<file path="config.mk">
export PLATFORM = sky130hd
export DESIGN_NAME = cube_frame_tx_flat
export DESIGN_NICKNAME = d
export VERILOG_FILES = /design/src/rtl/cube_frame_tx_if.sv /design/src/rtl/cube_frame_tx.sv /design/src/flat_wrapper.sv
export SDC_FILE = /design/constraint.sdc
export NUM_CORES = 1
export LEC_CHECK = 0
export ABC_AREA = 1
export CORE_ASPECT_RATIO = 1.25
export CORE_MARGIN = 10
export CORE_UTILIZATION = 54
export CTS_CLUSTER_DIAMETER = 60
export CTS_CLUSTER_SIZE = 24
export DETAILED_ROUTE_END_ITERATION = 8
export MAX_ROUTING_LAYER = met4
export PLACE_DENSITY = 0.85
export SLEW_MARGIN = 20
export SYNTH_ARGS = -nofsm -noshare
export SYNTH_HDL_FRONTEND = slang
export SYNTH_SLANG_ARGS = --single-unit
export TNS_END_PERCENT = 30
</file>
<file path="constraint.sdc">
create_clock -name clk_in -period 4.59 [get_ports clk_in]
set_clock_uncertainty 0.05 [all_clocks]
set_input_delay 0.918 -clock clk_in [delete_from_list [all_inputs] [get_ports clk_in]]
set_output_delay 0.918 -clock clk_in [all_outputs]
set_load 0.01 [all_outputs]
</file>
<file path="src/rtl/cube_frame_tx_if.sv">
// cube_frame_tx_if
//   Byte-side valid/ready link between the frame transmitter and the SPI byte
//   shifter.
//   byte_valid_out : byte_data_out/dc_out are valid (transmitter -> shifter)
//   byte_ready_in  : shifter accepts the byte      (shifter -> transmitter)
//   dc_out         : 0 = command byte, 1 = data byte
//   byte_data_out  : byte to transmit
//   master modport : transmitter side; slave modport : shifter side.
interface cube_frame_tx_if;
  logic       byte_valid_out;
  logic       byte_ready_in;
  logic       dc_out;
  logic [7:0] byte_data_out;

  modport master (
    output byte_valid_out,
    output dc_out,
    output byte_data_out,
    input  byte_ready_in
  );

  modport slave (
    input  byte_valid_out,
    input  dc_out,
    input  byte_data_out,
    output byte_ready_in
  );
endinterface

</file>
<file path="src/rtl/cube_frame_tx.sv">
// cube_frame_tx
//   Host-side frame transmitter for the CUBE0414 LED cube byte protocol.
//   Walks a 512-pixel, 24-bit frame buffer (8 layers x 64 pixels) through a
//   latency-1 synchronous read port and emits a command byte (dc=0) followed
//   by G,R,B data bytes (dc=1) per pixel over a valid/ready byte link.
//
//   Optional feature macro: CUBE_TX_ADDR_MAP_EN
//     When defined, the first sequence after reset is preceded by the
//     CMD_ADDR_WR command and 64 identity map bytes (0x00..0x3F).
//
//   Ports:
//     clk_in      : clock, rising edge
//     rst_n_in    : asynchronous active-low reset
//     start_in    : frame request, sampled only in IDLE
//     rd_addr_out : frame-buffer read address {layer[2:0], pixel[5:0]}
//     rd_data_in  : pixel word {G, R, B}, one cycle after rd_addr_out
//     byte_if     : byte link (valid/ready, dc, data), master side
//     busy_out    : sequence in progress
//     done_out    : one-cycle pulse after the final B byte of the frame
module cube_frame_tx #(
  parameter logic [7:0] CMD_ADDR_WR = 8'hcc,
  parameter logic [7:0] CMD_DATA_WR = 8'hda
) (
  input  logic                   clk_in,
  input  logic                   rst_n_in,
  input  logic                   start_in,
  output logic [8:0]             rd_addr_out,
  input  logic [23:0]            rd_data_in,
  cube_frame_tx_if.master        byte_if,
  output logic                   busy_out,
  output logic                   done_out
);

`ifdef CUBE_TX_ADDR_MAP_EN
  typedef enum logic [2:0] {
    S_IDLE, S_CMD, S_MAP, S_FETCH, S_LOAD, S_BYTE, S_DONE
  } state_t;
`else
  typedef enum logic [2:0] {
    S_IDLE, S_CMD, S_FETCH, S_LOAD, S_BYTE, S_DONE
  } state_t;
`endif

  state_t      state_q, state_d;
  logic [8:0]  addr_q, addr_d;
  logic        valid_q, valid_d;
  logic        dc_q, dc_d;
  logic [7:0]  data_q, data_d;
  logic        busy_q, busy_d;
  logic        done_q, done_d;
  logic [1:0]  sel_q, sel_d;
  logic [23:0] pix_q, pix_d;
`ifdef CUBE_TX_ADDR_MAP_EN
  logic        map_pending_q, map_pending_d;
  logic [5:0]  map_cnt_q, map_cnt_d;
`endif

  logic        xfer;
  logic [7:0]  first_cmd;

  assign xfer = valid_q & byte_if.byte_ready_in;

`ifdef CUBE_TX_ADDR_MAP_EN
  assign first_cmd = map_pending_q ? CMD_ADDR_WR : CMD_DATA_WR;
`else
  assign first_cmd = CMD_DATA_WR;
`endif

  always_comb begin
    state_d = state_q;
    addr_d  = addr_q;
    valid_d = valid_q;
    dc_d    = dc_q;
    data_d  = data_q;
    busy_d  = busy_q;
    done_d  = 1'b0;
    sel_d   = sel_q;
    pix_d   = pix_q;
`ifdef CUBE_TX_ADDR_MAP_EN
    map_pending_d = map_pending_q;
    map_cnt_d     = map_cnt_q;
`endif
    unique case (state_q)
      S_IDLE: begin
        if (start_in) begin
          state_d = S_CMD;
          valid_d = 1'b1;
          dc_d    = 1'b0;
          data_d  = first_cmd;
          busy_d  = 1'b1;
        end
      end
      S_CMD: begin
        if (xfer) begin
`ifdef CUBE_TX_ADDR_MAP_EN
          if (map_pending_q) begin
            // Address map follows immediately; keep valid asserted.
            state_d       = S_MAP;
            map_pending_d = 1'b0;
            map_cnt_d     = 6'd0;
            dc_d          = 1'b1;
            data_d        = 8'd0;
          end else begin
            state_d = S_FETCH;
            valid_d = 1'b0;
            addr_d  = 9'd0;
          end
`else
          state_d = S_FETCH;
          valid_d = 1'b0;
          addr_d  = 9'd0;
`endif
        end
      end
`ifdef CUBE_TX_ADDR_MAP_EN
      S_MAP: begin
        if (xfer) begin
          if (map_cnt_q == 6'd63) begin
            state_d = S_CMD;
            dc_d    = 1'b0;
            data_d  = CMD_DATA_WR;
          end else begin
            map_cnt_d = map_cnt_q + 6'd1;
            data_d    = {2'b00, map_cnt_q + 6'd1};
          end
        end
      end
`endif
      S_FETCH: begin
        // RAM samples rd_addr_out at the end of this cycle.
        state_d = S_LOAD;
      end
      S_LOAD: begin
        pix_d   = rd_data_in;
        state_d = S_BYTE;
        valid_d = 1'b1;
        dc_d    = 1'b1;
        data_d  = rd_data_in[23:16];
        sel_d   = 2'd0;
      end
      S_BYTE: begin
        if (xfer) begin
          unique case (sel_q)
            2'd0: begin
              data_d = pix_q[15:8];
              sel_d  = 2'd1;
            end
            2'd1: begin
              data_d = pix_q[7:0];
              sel_d  = 2'd2;
            end
            default: begin
              valid_d = 1'b0;
              // Terminal check comes before the increment so 511 never wraps.
              if (addr_q == 9'd511) begin
                state_d = S_DONE;
                busy_d  = 1'b0;
                done_d  = 1'b1;
              end else begin
                addr_d  = addr_q + 9'd1;
                state_d = S_FETCH;
              end
            end
          endcase
        end
      end
      S_DONE: begin
        state_d = S_IDLE;
      end
      default: begin
        state_d = S_IDLE;
      end
    endcase
  end

  always_ff @(posedge clk_in or negedge rst_n_in) begin
    if (!rst_n_in) begin
      state_q <= S_IDLE;
      addr_q  <= 9'd0;
      valid_q <= 1'b0;
      dc_q    <= 1'b0;
      data_q  <= 8'd0;
      busy_q  <= 1'b0;
      done_q  <= 1'b0;
      sel_q   <= 2'd0;
`ifdef CUBE_TX_ADDR_MAP_EN
      map_pending_q <= 1'b1;
      map_cnt_q     <= 6'd0;
`endif
    end else begin
      state_q <= state_d;
      addr_q  <= addr_d;
      valid_q <= valid_d;
      dc_q    <= dc_d;
      data_q  <= data_d;
      busy_q  <= busy_d;
      done_q  <= done_d;
      sel_q   <= sel_d;
`ifdef CUBE_TX_ADDR_MAP_EN
      map_pending_q <= map_pending_d;
      map_cnt_q     <= map_cnt_d;
`endif
    end
  end

  // Pixel holding register is pure data; it is always reloaded before use.
  always_ff @(posedge clk_in) begin
    pix_q <= pix_d;
  end

  assign rd_addr_out            = addr_q;
  assign byte_if.byte_valid_out = valid_q;
  assign byte_if.dc_out         = dc_q;
  assign byte_if.byte_data_out  = data_q;
  assign busy_out               = busy_q;
  assign done_out               = done_q;

endmodule

</file>
<file path="src/flat_wrapper.sv">
// flat-port wrapper written by rule: the top's interface ports become plain ports
module cube_frame_tx_flat 
#(
  parameter logic [7:0] CMD_ADDR_WR = 8'hcc,
  parameter logic [7:0] CMD_DATA_WR = 8'hda
)
  (clk_in, rst_n_in, start_in, rd_addr_out, rd_data_in, busy_out, done_out, byte_if_byte_valid_out, byte_if_dc_out, byte_if_byte_data_out, byte_if_byte_ready_in);
  cube_frame_tx_if byte_if_i ();
  input  logic clk_in;
  input  logic rst_n_in;
  input  logic start_in;
  output logic [8:0] rd_addr_out;
  input  logic [23:0] rd_data_in;
  output logic busy_out;
  output logic done_out;
  output wire logic [$bits(byte_if_i.byte_valid_out)-1:0] byte_if_byte_valid_out;
  output wire logic [$bits(byte_if_i.dc_out)-1:0] byte_if_dc_out;
  output wire logic [$bits(byte_if_i.byte_data_out)-1:0] byte_if_byte_data_out;
  input wire logic [$bits(byte_if_i.byte_ready_in)-1:0] byte_if_byte_ready_in;
  assign byte_if_byte_valid_out = byte_if_i.byte_valid_out;
  assign byte_if_dc_out = byte_if_i.dc_out;
  assign byte_if_byte_data_out = byte_if_i.byte_data_out;
  assign byte_if_i.byte_ready_in = byte_if_byte_ready_in;
  cube_frame_tx #(.CMD_ADDR_WR(CMD_ADDR_WR), .CMD_DATA_WR(CMD_DATA_WR)) u_core (.clk_in(clk_in), .rst_n_in(rst_n_in), .start_in(start_in), .rd_addr_out(rd_addr_out), .rd_data_in(rd_data_in), .byte_if(byte_if_i), .busy_out(busy_out), .done_out(done_out));
endmodule
</file>
== After elaboration in Yosys (flattened, before gate mapping) ==
Index checks and enable logic that the tools add are counted.

* Logic and storage cells: 73
* Bits of input ports: 28
* Register bits after elaboration: 42
* Output and inout port bits: 21

* Add/subtract/negate cells: 1
* Muxes and demuxes: 33
* Equality and inequality tests: 13
* Reduce and logical (&&, ||, !) cells: 16
* Bitwise operators: 1

{| class="wikitable"
|+ Operators with widths
! cell !! number
|-
| $mux W9 || 4
|-
| $pmux W8 S3 || 1
|-
| $pmux W9 S2 || 1
|-
| $mux W8 || 2
|-
| $pmux W8 S2 || 1
|-
| $mux W3 || 5
|-
| $pmux W3 S5 || 1
|-
| $reduce_and A5 Y1 || 3
|-
| $mux W1 || 12
|-
| $add A9 B1 Y9 const B || 1
|-
| $eq A9 B9 Y1 const B || 1
|-
| $pmux W2 S2 || 2
|-
| $reduce_and A4 Y1 || 2
|-
| $reduce_bool A2 Y1 || 4
|-
| $eq A3 B2 Y1 const B || 2
|-
| $ne A2 B1 Y1 const B || 3
|-
| $ne A2 B2 Y1 const B || 3
|-
| $pmux W1 S2 || 2
|-
| $pmux W1 S4 || 1
|-
| $reduce_bool A4 Y1 || 1
|-
| $eq A3 B1 Y1 const B || 1
|-
| $eq A3 B3 Y1 const B || 1
|-
| $logic_not A3 Y1 || 1
|-
| $ne A3 B1 Y1 const B || 1
|-
| other kinds (8) || 8
|}

== Longest topological paths before layout ==
Gate-level depths: netlist (run 1).

* Depth after elaboration: 5
* Depth in mapped cells: 13
* Mapped depth without buffers: 12

== Worst setup path before layout (run 1) ==
No wires, ideal clock.

* Path kind: reg-to-reg
* Start: register u_core.addr_q[0], in the netlist u_core.rd_addr_out[0]
* End: register u_core.addr_q[5], in the netlist u_core.rd_addr_out[5]
* Stages on the path, launching flop included: 14
* Clock period less this slack: 1.827 ns
* Buffers on the path: 1
* Data arrival time: 1.659 ns
* Path slack: 2.763 ns
* Required time: 4.422 ns
* Library setup time: 0.118 ns
* Cell sequence: dfrtp_1 -> ha_1 -> nand2_1 -> inv_1 -> nand2_1 -> nor2_1 -> ha_1 -> inv_1 -> nand3_1 -> nand2_2 -> nand3_2 -> buf_6 -> nand2_1 -> o21ai_2

* Cells in the longest elaborated chain, start to end: 5
* Elaborated cells between the ends (all ways): 8
* Those cells by class: 1 x add/sub; 2 x eq/ne; 4 x mux; 1 x reduce/logical

{| class="wikitable"
|+ RTL lines
! what !! RTL line !! source
|-
| start: declaration || cube_frame_tx.sv:45 || <nowiki>logic [8:0] addr_q, addr_d;</nowiki>
|-
| start signal: assignment || cube_frame_tx.sv:192 || <nowiki>addr_q <= addr_d;</nowiki>
|-
| $add A9 B1 Y9 || cube_frame_tx.sv:160 || <nowiki>addr_d = addr_q + 9'd1;</nowiki>
|-
| $mux W9 || cube_frame_tx.sv:155 || <nowiki>if (addr_q == 9'd511) begin</nowiki>
|-
| $mux W9 || cube_frame_tx.sv:143 || <nowiki>unique case (sel_q)</nowiki>
|-
| $mux W9 || cube_frame_tx.sv:142 || <nowiki>if (xfer) begin</nowiki>
|-
| $pmux W9 S2 || cube_frame_tx.sv:83 || <nowiki>unique case (state_q)</nowiki>
|}

Parallel ways exist; a longest one is shown, timed or not. The select of a mux whose other input is x is not followed.
A chain may end at the register's enable or synchronous reset.

== Final worst setup path (run 1) ==
* Start: register u_core.addr_q[5], in the netlist u_core.rd_addr_out[5]
* End: output rd_addr_out[5]

{| class="wikitable"
|+ RTL lines
! what !! RTL line !! source
|-
| end: declaration || flat_wrapper.sv:12 || <nowiki>output logic [8:0] rd_addr_out;</nowiki>
|}

No word-level cell between the ends.

==> results.md, run 1 <==
- The first TritonRoute pass finished after 4 iterations.
- Summed over all layers, the routed wires come to 4397 µm.
- The signal on the critical path passes through clkdlybuf4s50_1.
- The number of inserted filler cells in the final layout is 295.
- CTS saw 42 sinks.
- The share of the synthesized area in compound gates (AO/OA/AOI/OAI) is 5.327%.
- The class of the tightest hold or removal check is flip-flop to flip-flop.
- After layout, the design draws a total of 0.7016 mW.
- The total of hold buffers inserted after clock tree synthesis is 0.
- The worst setup path is of the flip-flop to output pin kind.
- The synthesized netlist devotes 33.82% of its cell area to simple gates.
- After synthesis, the share of cell area in mux cells is 0%.
- The critical-path maximum fanout is 6.
- The synthesized netlist contains 24 unique library cells.
- The layer flagged by global routing as most heavily used is met2.
- The cell with the biggest individual delay on the critical path is sky130_fd_sc_hd__clkdlybuf4s50_1.
- Setup violations remaining at the end of the flow were counted as 0.
- TritonCTS built the clock tree.
- The aggregate global-route resource usage is 13.89%.
- The first routing iteration left 87 violations.
- The source-to-sink clock delay at the later pin of the worst-skew pair is 280 ps.
- The die is 90.73 µm tall.
- At the worst endpoint, the required time is 3620 ps.
- The post-detailed-route DRC marker count is 0.
- The kind of end point of the critical path is an output pin.
- Hold is met by 437.6 ps.
- The tree is rooted in a sky130_fd_sc_hd__clkbuf_8.
- The number of antenna cells inserted is 0.
- The remaining number of nets flagged by the antenna check after routing is 0.
- The floorplan has 25 rows.
- The final layout contains 327 nets.
- The xor and xnor area share after synthesis is 0.4053%.
- Across the run, the number of max-cap violations was 0.
- The number of max-slew violations in the final report was 0.
- The critical path data arrival time is 1300 ps.
- The number of global-route vias before repair is 1734.
- The largest net degree at the start of global routing is 27.
- Static timing analysis puts the maximum clock frequency at 441.3 MHz.
- Synthesis produced a netlist with a net count of 276.
- The least setup slack across all paths after layout is 2324 ps.
- The total area of multi-input combinational cells is 879.6 µm².
- Clock-pin slew was measured on the worst setup and hold paths at 80 ps.
- Summing over every cut layer, the via total after detailed routing is 1703.
- The post-detailed-placement half-perimeter wirelength is 3462 µm.
- The total clock buffers created by CTS is 5.
- Global routing used 24.15% of the available met2 tracks.
- The time the worst path needs with I/O delays and setup is 2266 ps.
- Relative to the synthesized area, the layout overhead comes to 28.49%.
- Measured against its own limit, the worst slew margin works out to 62.11%.
- Prior to clock tree synthesis, the placed netlist has a worst setup slack of 2324 ps.
- The longest clock path from root to sink contains 2 buffers.
- The synthesized design contains 42 register bits.
- After routing, the total negative slack on setup checks comes to 0 ps.
- Routability-driven placement finished with a final weighted congestion of 0.8696.
- The H-tree was split into 2 levels.
- Yosys printed 0 warnings.
- The first-pass GRT wire length is 7783 µm.
- After global routing the overflow that remains totals 0.
- The die covers 6948 µm².
- The run finished with clean final reports.
- Using the TritonRoute via totals, the vias-per-cell ratio works out to 4.838.
- Together, buffers and inverters on the worst path number 1.
- For this configuration, the core starts out at a cell density of 56.62%.
- The count of boundary I/O pins is 49.
- The beginning of the worst register-to-register path is u_core.rd_addr_out[0].
- For this design the ratio of total power to cell area is 252.7 nW/µm².
- After Yosys synthesis, full adders, half adders and majority gates account for 1.158% of the synthesized area.
- The post-CTS resize count is 0.
- The synthesized netlist occupies a cell area of 2161 µm².
- The worst hold path stage count is 2.
- The worst setup slack for register-to-register paths is 2550 ps.
- The share of the Yosys chip area taken by registers is 52.35%.
- The peak supply drop is 0.0001780 V.
- The die extent in x is 76.58 µm.
- The region available for standard cell placement spans 3816 µm².
- The delay contributed by the slowest stage of the critical path is 570 ps.
- During placement, the flow inserted port buffers numbering 48.
- On the critical path the largest part of the delay comes from buffers and inverters.
- The share of layout cells above drive strength 1 is 11.41%.
- STA classifies the critical path startpoint as a flip-flop.
- The worst reg-to-reg path cell count is 12.
- Averaged over all synthesized cells, the footprint is 8.784 µm².
- At the pin with the least slew margin, the transition time is 568.3 ps.
- The synthesized netlist cell count is 246.
- Dividing the final minimum period by the clock period gives 49.37%.
- The number of antenna violations at the first check in global routing is 0.
- The terminus of the critical flop-to-flop path is u_core.rd_addr_out[5].
- The worst hold path terminates at u_core.byte_if.byte_data_out[2].
- The global-route track usage on met3 is 5.179%.
- The leakage power total is 1.296 nW.
- The met1 global-route usage is 14.16%.
- The startpoint of the tightest hold check path is u_core.byte_if.byte_data_out[2].
- The final count of hold timing violations came to 0.
- The wire length per cell after detailed routing is 12.49 µm.
- By area, the combinational part of the netlist is dominated by simple AND/OR/NAND/NOR gates.
- Summing all flip-flop and latch instances after layout gives 1131 µm².
- After clock tree synthesis, the setup repair step added 0 buffers.
- Setup repair after global routing left no endpoint under its margin.
[sequential cells by signal (all words and copies together), names as in the netlist]
register,count
u_core.done_out,1
u_core.byte_if.dc_out,1
u_core.rd_addr_out,9
u_core.sel_q,2
u_core.pix_q,16
u_core.byte_if.byte_valid_out,1
u_core.busy_out,1
u_core.byte_if.byte_data_out,8
u_core.state_q,3
[placed cells by master, fill, tap and decap left out, types with 2 or more instances in the layout]
cell / instances
sky130_fd_sc_hd__o21ai_2: 4
sky130_fd_sc_hd__nand2_4: 5
sky130_fd_sc_hd__nand3_1: 22
sky130_fd_sc_hd__clkbuf_8: 5
sky130_fd_sc_hd__nor2_1: 10
sky130_fd_sc_hd__inv_2: 4
sky130_fd_sc_hd__clkdlybuf4s50_1: 47
sky130_fd_sc_hd__inv_1: 26
sky130_fd_sc_hd__ha_1: 2
sky130_fd_sc_hd__nand2_2: 4
sky130_fd_sc_hd__nor2_8: 3
sky130_fd_sc_hd__edfxtp_1: 16
sky130_fd_sc_hd__nor2_4: 2
sky130_fd_sc_hd__nor3_1: 3
sky130_fd_sc_hd__o21ai_0: 5
sky130_fd_sc_hd__nand2_1: 95
sky130_fd_sc_hd__o21ai_1: 7
sky130_fd_sc_hd__nand3_2: 3
sky130_fd_sc_hd__dfrtp_1: 26
[logic make-up after synthesis]
kind of cell             after synthesis
AND/OR/NAND/NOR                      148
flip-flops                            42
buffers and inverters                 34
AO/OA/AOI/OAI                         19
adder cells (fa/ha/maj)                2
XOR/XNOR                               1
[synthesized netlist by cell type]
cell	count	area, µm²
sky130_fd_sc_hd__ha_1	2	25.02
sky130_fd_sc_hd__edfxtp_1	16	480.5
sky130_fd_sc_hd__buf_4	2	15.01
sky130_fd_sc_hd__nand2_1	95	356.6
sky130_fd_sc_hd__buf_6	2	22.52
sky130_fd_sc_hd__nor2_1	10	37.54
sky130_fd_sc_hd__nor2_4	2	22.52
sky130_fd_sc_hd__nand3_1	22	110.1
sky130_fd_sc_hd__xor2_1	1	8.760
sky130_fd_sc_hd__o21a_1	1	7.510
sky130_fd_sc_hd__nor2_8	3	60.06
sky130_fd_sc_hd__inv_2	4	15.01
sky130_fd_sc_hd__o21ai_0	5	25.02
sky130_fd_sc_hd__o21bai_1	1	7.510
sky130_fd_sc_hd__nand2_4	5	56.30
sky130_fd_sc_hd__nand3_2	3	30.03
sky130_fd_sc_hd__nand3_4	1	17.52
sky130_fd_sc_hd__a21oi_1	1	5.000
sky130_fd_sc_hd__dfrtp_1	26	650.6
sky130_fd_sc_hd__nor3_1	3	15.01
sky130_fd_sc_hd__nand2_2	4	25.02
sky130_fd_sc_hd__o21ai_2	4	35.03
sky130_fd_sc_hd__o21ai_1	7	35.03
sky130_fd_sc_hd__inv_1	26	97.59
[worst max-delay path by stage]
stage,from,to,depth (start not counted)
final,u_core.rd_addr_out[5],rd_addr_out[5],1
after global placement,rst_n_in,u_core.byte_if.byte_data_out[3],1
after global routing,u_core.rd_addr_out[5],rd_addr_out[5],1
after detailed placement,byte_if_byte_ready_in,u_core.byte_if.byte_valid_out,8
after CTS,u_core.rd_addr_out[5],rd_addr_out[5],1
after floorplan,u_core.rd_addr_out[0],u_core.rd_addr_out[5],13
[per-stage QoR]
step	utilization [%]	std cells	area, µm²
global route	72.75	352	2776
floorplan	-	246	2161
global placement	70.00	344	2671
finish	72.75	352	2776
CTS	72.75	352	2776
detailed placement	69.87	344	2666
[report_power, final]
part	internal (mW)	switching, mW	leakage [nW]
Combinational	0.0203	0.00812	0.803
Clock	0.162	0.121	0.0514
Sequential	0.390	0.000245	0.442
[cell type report]
cell class / instances / share of cell area (%)
Clock buffer: 6 / 2.614
Clock inverter: 2 / 1.352
Inverter: 30 / 4.056
Multi-Input combinational cell: 170 / 31.68
Sequential cell: 42 / 40.74
Tap cell: 54 / 2.434
Timing Repair Buffer: 48 / 17.12
[worst reg2reg max path: stages (launching register included)]
cell and delay, ps:
sky130_fd_sc_hd__dfrtp_1 420, sky130_fd_sc_hd__ha_1 230, sky130_fd_sc_hd__nand2_1 80, sky130_fd_sc_hd__inv_1 70
sky130_fd_sc_hd__nand2_1 80, sky130_fd_sc_hd__nor2_1 50, sky130_fd_sc_hd__ha_1 180, sky130_fd_sc_hd__inv_1 70
sky130_fd_sc_hd__nand3_1 150, sky130_fd_sc_hd__nand2_2 130, sky130_fd_sc_hd__nand3_2 220, sky130_fd_sc_hd__nand2_1 150
sky130_fd_sc_hd__o21ai_2 60
[per-layer routing]
metal / wire length, µm / vias to the layer above
met4: 37 / 0
met2: 2283 / 40
met5: 0 / -
met3: 295 / 4
li1: - / 885
met1: 1780 / 774
Power figures use the tool's default switching activity.
==> run 2, diff against run 1 <==
Settings changed: CORE_UTILIZATION 54 to 50, PLACE_DENSITY 0.85 to 0.8.
Clock period 4.59 ns to 2.3 ns, I/O delays scaled along.
==> results.md, run 2 (synthesis gave the netlist of run 1 again) <==
- The run finished with clean final reports.
- The number of rows created at floorplan is 26.
- Dividing total power by cell area gives a power density of 541.6 nW/µm².
- Of the cells placed in the final design, the portion with a size suffix greater than 1 is 11.37%.
- The worst setup slack for register-to-register paths is 280 ps.
- In this run, post-CTS repair resized a total of 0 instances.
- The total wire length after detailed routing is 4437 µm.
- The met1 global-route usage is 12.38%.
- The number of inserted filler cells in the final layout is 348.
- In the layout the commonest cells are sky130_fd_sc_hd__nand2_1 (95), sky130_fd_sc_hd__clkdlybuf4s50_1 (48), sky130_fd_sc_hd__inv_1 (26), sky130_fd_sc_hd__dfrtp_1 (26), sky130_fd_sc_hd__nand3_1 (22).
- The leakage power total is 1.315 nW.
- The final net count is 328.
- The most critical setup path has its startpoint at u_core.rd_addr_out[0].
- The reported max-cap violation count is 0.
- At the later pin of the worst-skew pair, clock insertion delay measures 300 ps.
- For this run, the number of standard cells in the final layout without fillers is 355.
- In the final layout, the multi-input gates occupy 879.6 µm².
- In the global route stage, met2 resource usage came out at 23.70%.
- The terminus of the critical flop-to-flop path is u_core.rd_addr_out[5].
- The first routing iteration left 76 violations.
- The largest net degree at the start of global routing is 27.
- Static timing analysis puts the maximum clock frequency at 496.1 MHz.
- The residual overflow from global routing is 0.
- The number of global-route vias before repair is 1787.
- Measured along the y axis, the die boundary spans 93.50 µm.
- The worst reg-to-reg path cell count is 12.
- The final count of hold timing violations is 0.
- The register with the most flip-flops in the final layout is u_core.pix_q.
- The class of the tightest hold or removal check is flip-flop to flip-flop.
- The number of antenna violations at the first check in global routing was 0.
- The clock tree from TritonCTS is done.
- Counting every sink on the clock net gives 42.
- Summed over all failing endpoints, the final setup total negative slack is 0 ps.
- Routability-driven placement finished with a final weighted congestion of 0.8561.
- The post-detailed-placement half-perimeter wirelength is 3432 µm.
- The clock period could shrink to 2016 ps.
- The sequential cell area in the final layout is 1131 µm².
- The deepest level of the CTS H-tree is 2.
- The worst setup path is captured at a flip-flop.
- In this run the remaining antenna-violating nets after routing total 0.
- For the pin with the worst max-slew slack, the measured transition is 424.9 ps.
- Setup violations remaining at the end of the flow were counted as 0.
- The global-route track usage on met3 is 6.513%.
- met2 is the most crowded layer.
- The total clock buffers created by CTS is 5.
- The first-pass GRT wire length is 7734 µm.
- The detailed-route vias per instance is 4.899.
- The number of cells in the design after placement is 347.
- Measured along the x axis, the die boundary spans 78.80 µm.
- The critical setup path kind is flip-flop to flip-flop.
- The full die area is 7368 µm².
- The critical-path maximum fanout is 11.
- The number of setup buffers added after CTS is 0.
- The end point of the critical path is u_core.rd_addr_out[5].
- The starting density of the core is 52.30%.
- The number of antenna diodes in the final layout is 0.
- The worst setup path is launched from a flip-flop.
- The beginning of the worst register-to-register path is u_core.rd_addr_out[0].
- The cell sitting at the root of the clock tree is a sky130_fd_sc_hd__clkbuf_8.
- Relative to the synthesized area, the layout overhead comes to 30.23%.
- STA puts the critical path data arrival time at 2150 ps.
- STA puts the critical path data required time at 2440 ps.
- The register with the most flip-flops in the layout has 16 of them.
- Overall power consumption after layout is estimated at 1.524 mW.
- The clock passes through at most 2 buffers.
- Across every metal layer, demand over resource in global routing totals 13.40%.
- The total iterations of the first detailed-routing run is 4.
- The worst-case IR drop observed on VDD is 0.0004061 V.
- The max-slew headroom at the worst pin is 71.63%.
- In the final routed layout, each cell accounts on average for 12.50 µm.
- Pin placement for this block handled 49 I/O pins.
- The number of hold buffers added after CTS was 0.
- After clock tree synthesis, the clock-pin slew on the worst setup and hold paths is 80 ps.
- The floorplan core area is 4131 µm².
- Setup repair after global routing left no endpoint under its margin.
- Port buffering added 48 buffers.
- The worst path uses 87.64% of the clock period.
- The via count is 1739.
- The library cell used most frequently in the layout, excluding fill and tap cells, is sky130_fd_sc_hd__nand2_1.
- In the routed design, unresolved DRC markers number 0.
- The number of max-slew violations in the final report came to 0.
-- run 2: cell count changes in the layout (fill, tap and decap cells not counted) --
cell / change
sky130_fd_sc_hd__clkinv_1: +1
sky130_fd_sc_hd__buf_2: -1
sky130_fd_sc_hd__clkbuf_1: -1
sky130_fd_sc_hd__clkinvlp_4: -1
sky130_fd_sc_hd__buf_4: +1
sky130_fd_sc_hd__bufinv_16: +1
sky130_fd_sc_hd__clkdlybuf4s50_1: +1
-- run 2: worst min-delay path by stage --
stage          depth (start not counted)  slack, ps                               to                             from
6_report                               2        430  u_core.byte_if.byte_data_out[0]  u_core.byte_if.byte_data_out[0]
5_1_grt                                2        440            u_core.byte_if.dc_out            u_core.byte_if.dc_out
3_3_place_gp                           2        410            u_core.byte_if.dc_out            u_core.byte_if.dc_out
2_1_floorplan                          0        110                  u_core.busy_out                         rst_n_in
3_5_place_dp                           2        410  u_core.byte_if.byte_data_out[0]  u_core.byte_if.byte_data_out[0]
4_1_cts                                2        430  u_core.byte_if.byte_data_out[0]  u_core.byte_if.byte_data_out[0]
-- run 2: where the power goes --
part	internal (mW)	total, mW	leakage [nW]	switching [mW]
logic	0.0424	0.0582	0.807	0.0158
registers	0.778	0.778	0.442	0.000492
clock network	0.429	0.688	0.0658	0.258
total	1.25	1.52	1.32	0.274
-- run 2: final cells by class --
class	count	area share (%)
clock buffers	5	2.446
inverters	30	4.002
flip-flops and latches	42	40.20
well taps	56	2.490
multi-input cells	170	31.26
clock inverters	3	2.268
repair buffers	49	17.34
-- run 2: worst max-delay path, cell delays in order, from the launching register on --
cell,delay [ps]
sky130_fd_sc_hd__dfrtp_1,420
sky130_fd_sc_hd__ha_1,230
sky130_fd_sc_hd__nand2_1,80
sky130_fd_sc_hd__inv_1,60
sky130_fd_sc_hd__nand2_1,90
sky130_fd_sc_hd__nor2_1,50
sky130_fd_sc_hd__ha_1,180
sky130_fd_sc_hd__inv_1,70
sky130_fd_sc_hd__nand3_1,150
sky130_fd_sc_hd__nand2_2,120
sky130_fd_sc_hd__nand3_2,220
sky130_fd_sc_hd__nand2_1,140
sky130_fd_sc_hd__o21ai_2,60
-- run 2: per-layer routing --
layer  up-vias  wire [µm]
met3         7        388
met5         -          0
li1        882          -
met2        59       2324
met4         0         68
met1       791       1656
-- run 2: per-stage QoR --
step                      utilization, %  hold WS [ps]  area (µm²)  worst slack (ps)
after global routing               68.11         442.3        2814             72.54
after global placement             64.90         405.9        2681             353.4
after detailed placement           64.90         414.5        2681             301.3
after floorplan                        -         114.4        2161             473.1
final                              68.11         426.9        2814             284.4
after CTS                          68.11         434.8        2814             277.1
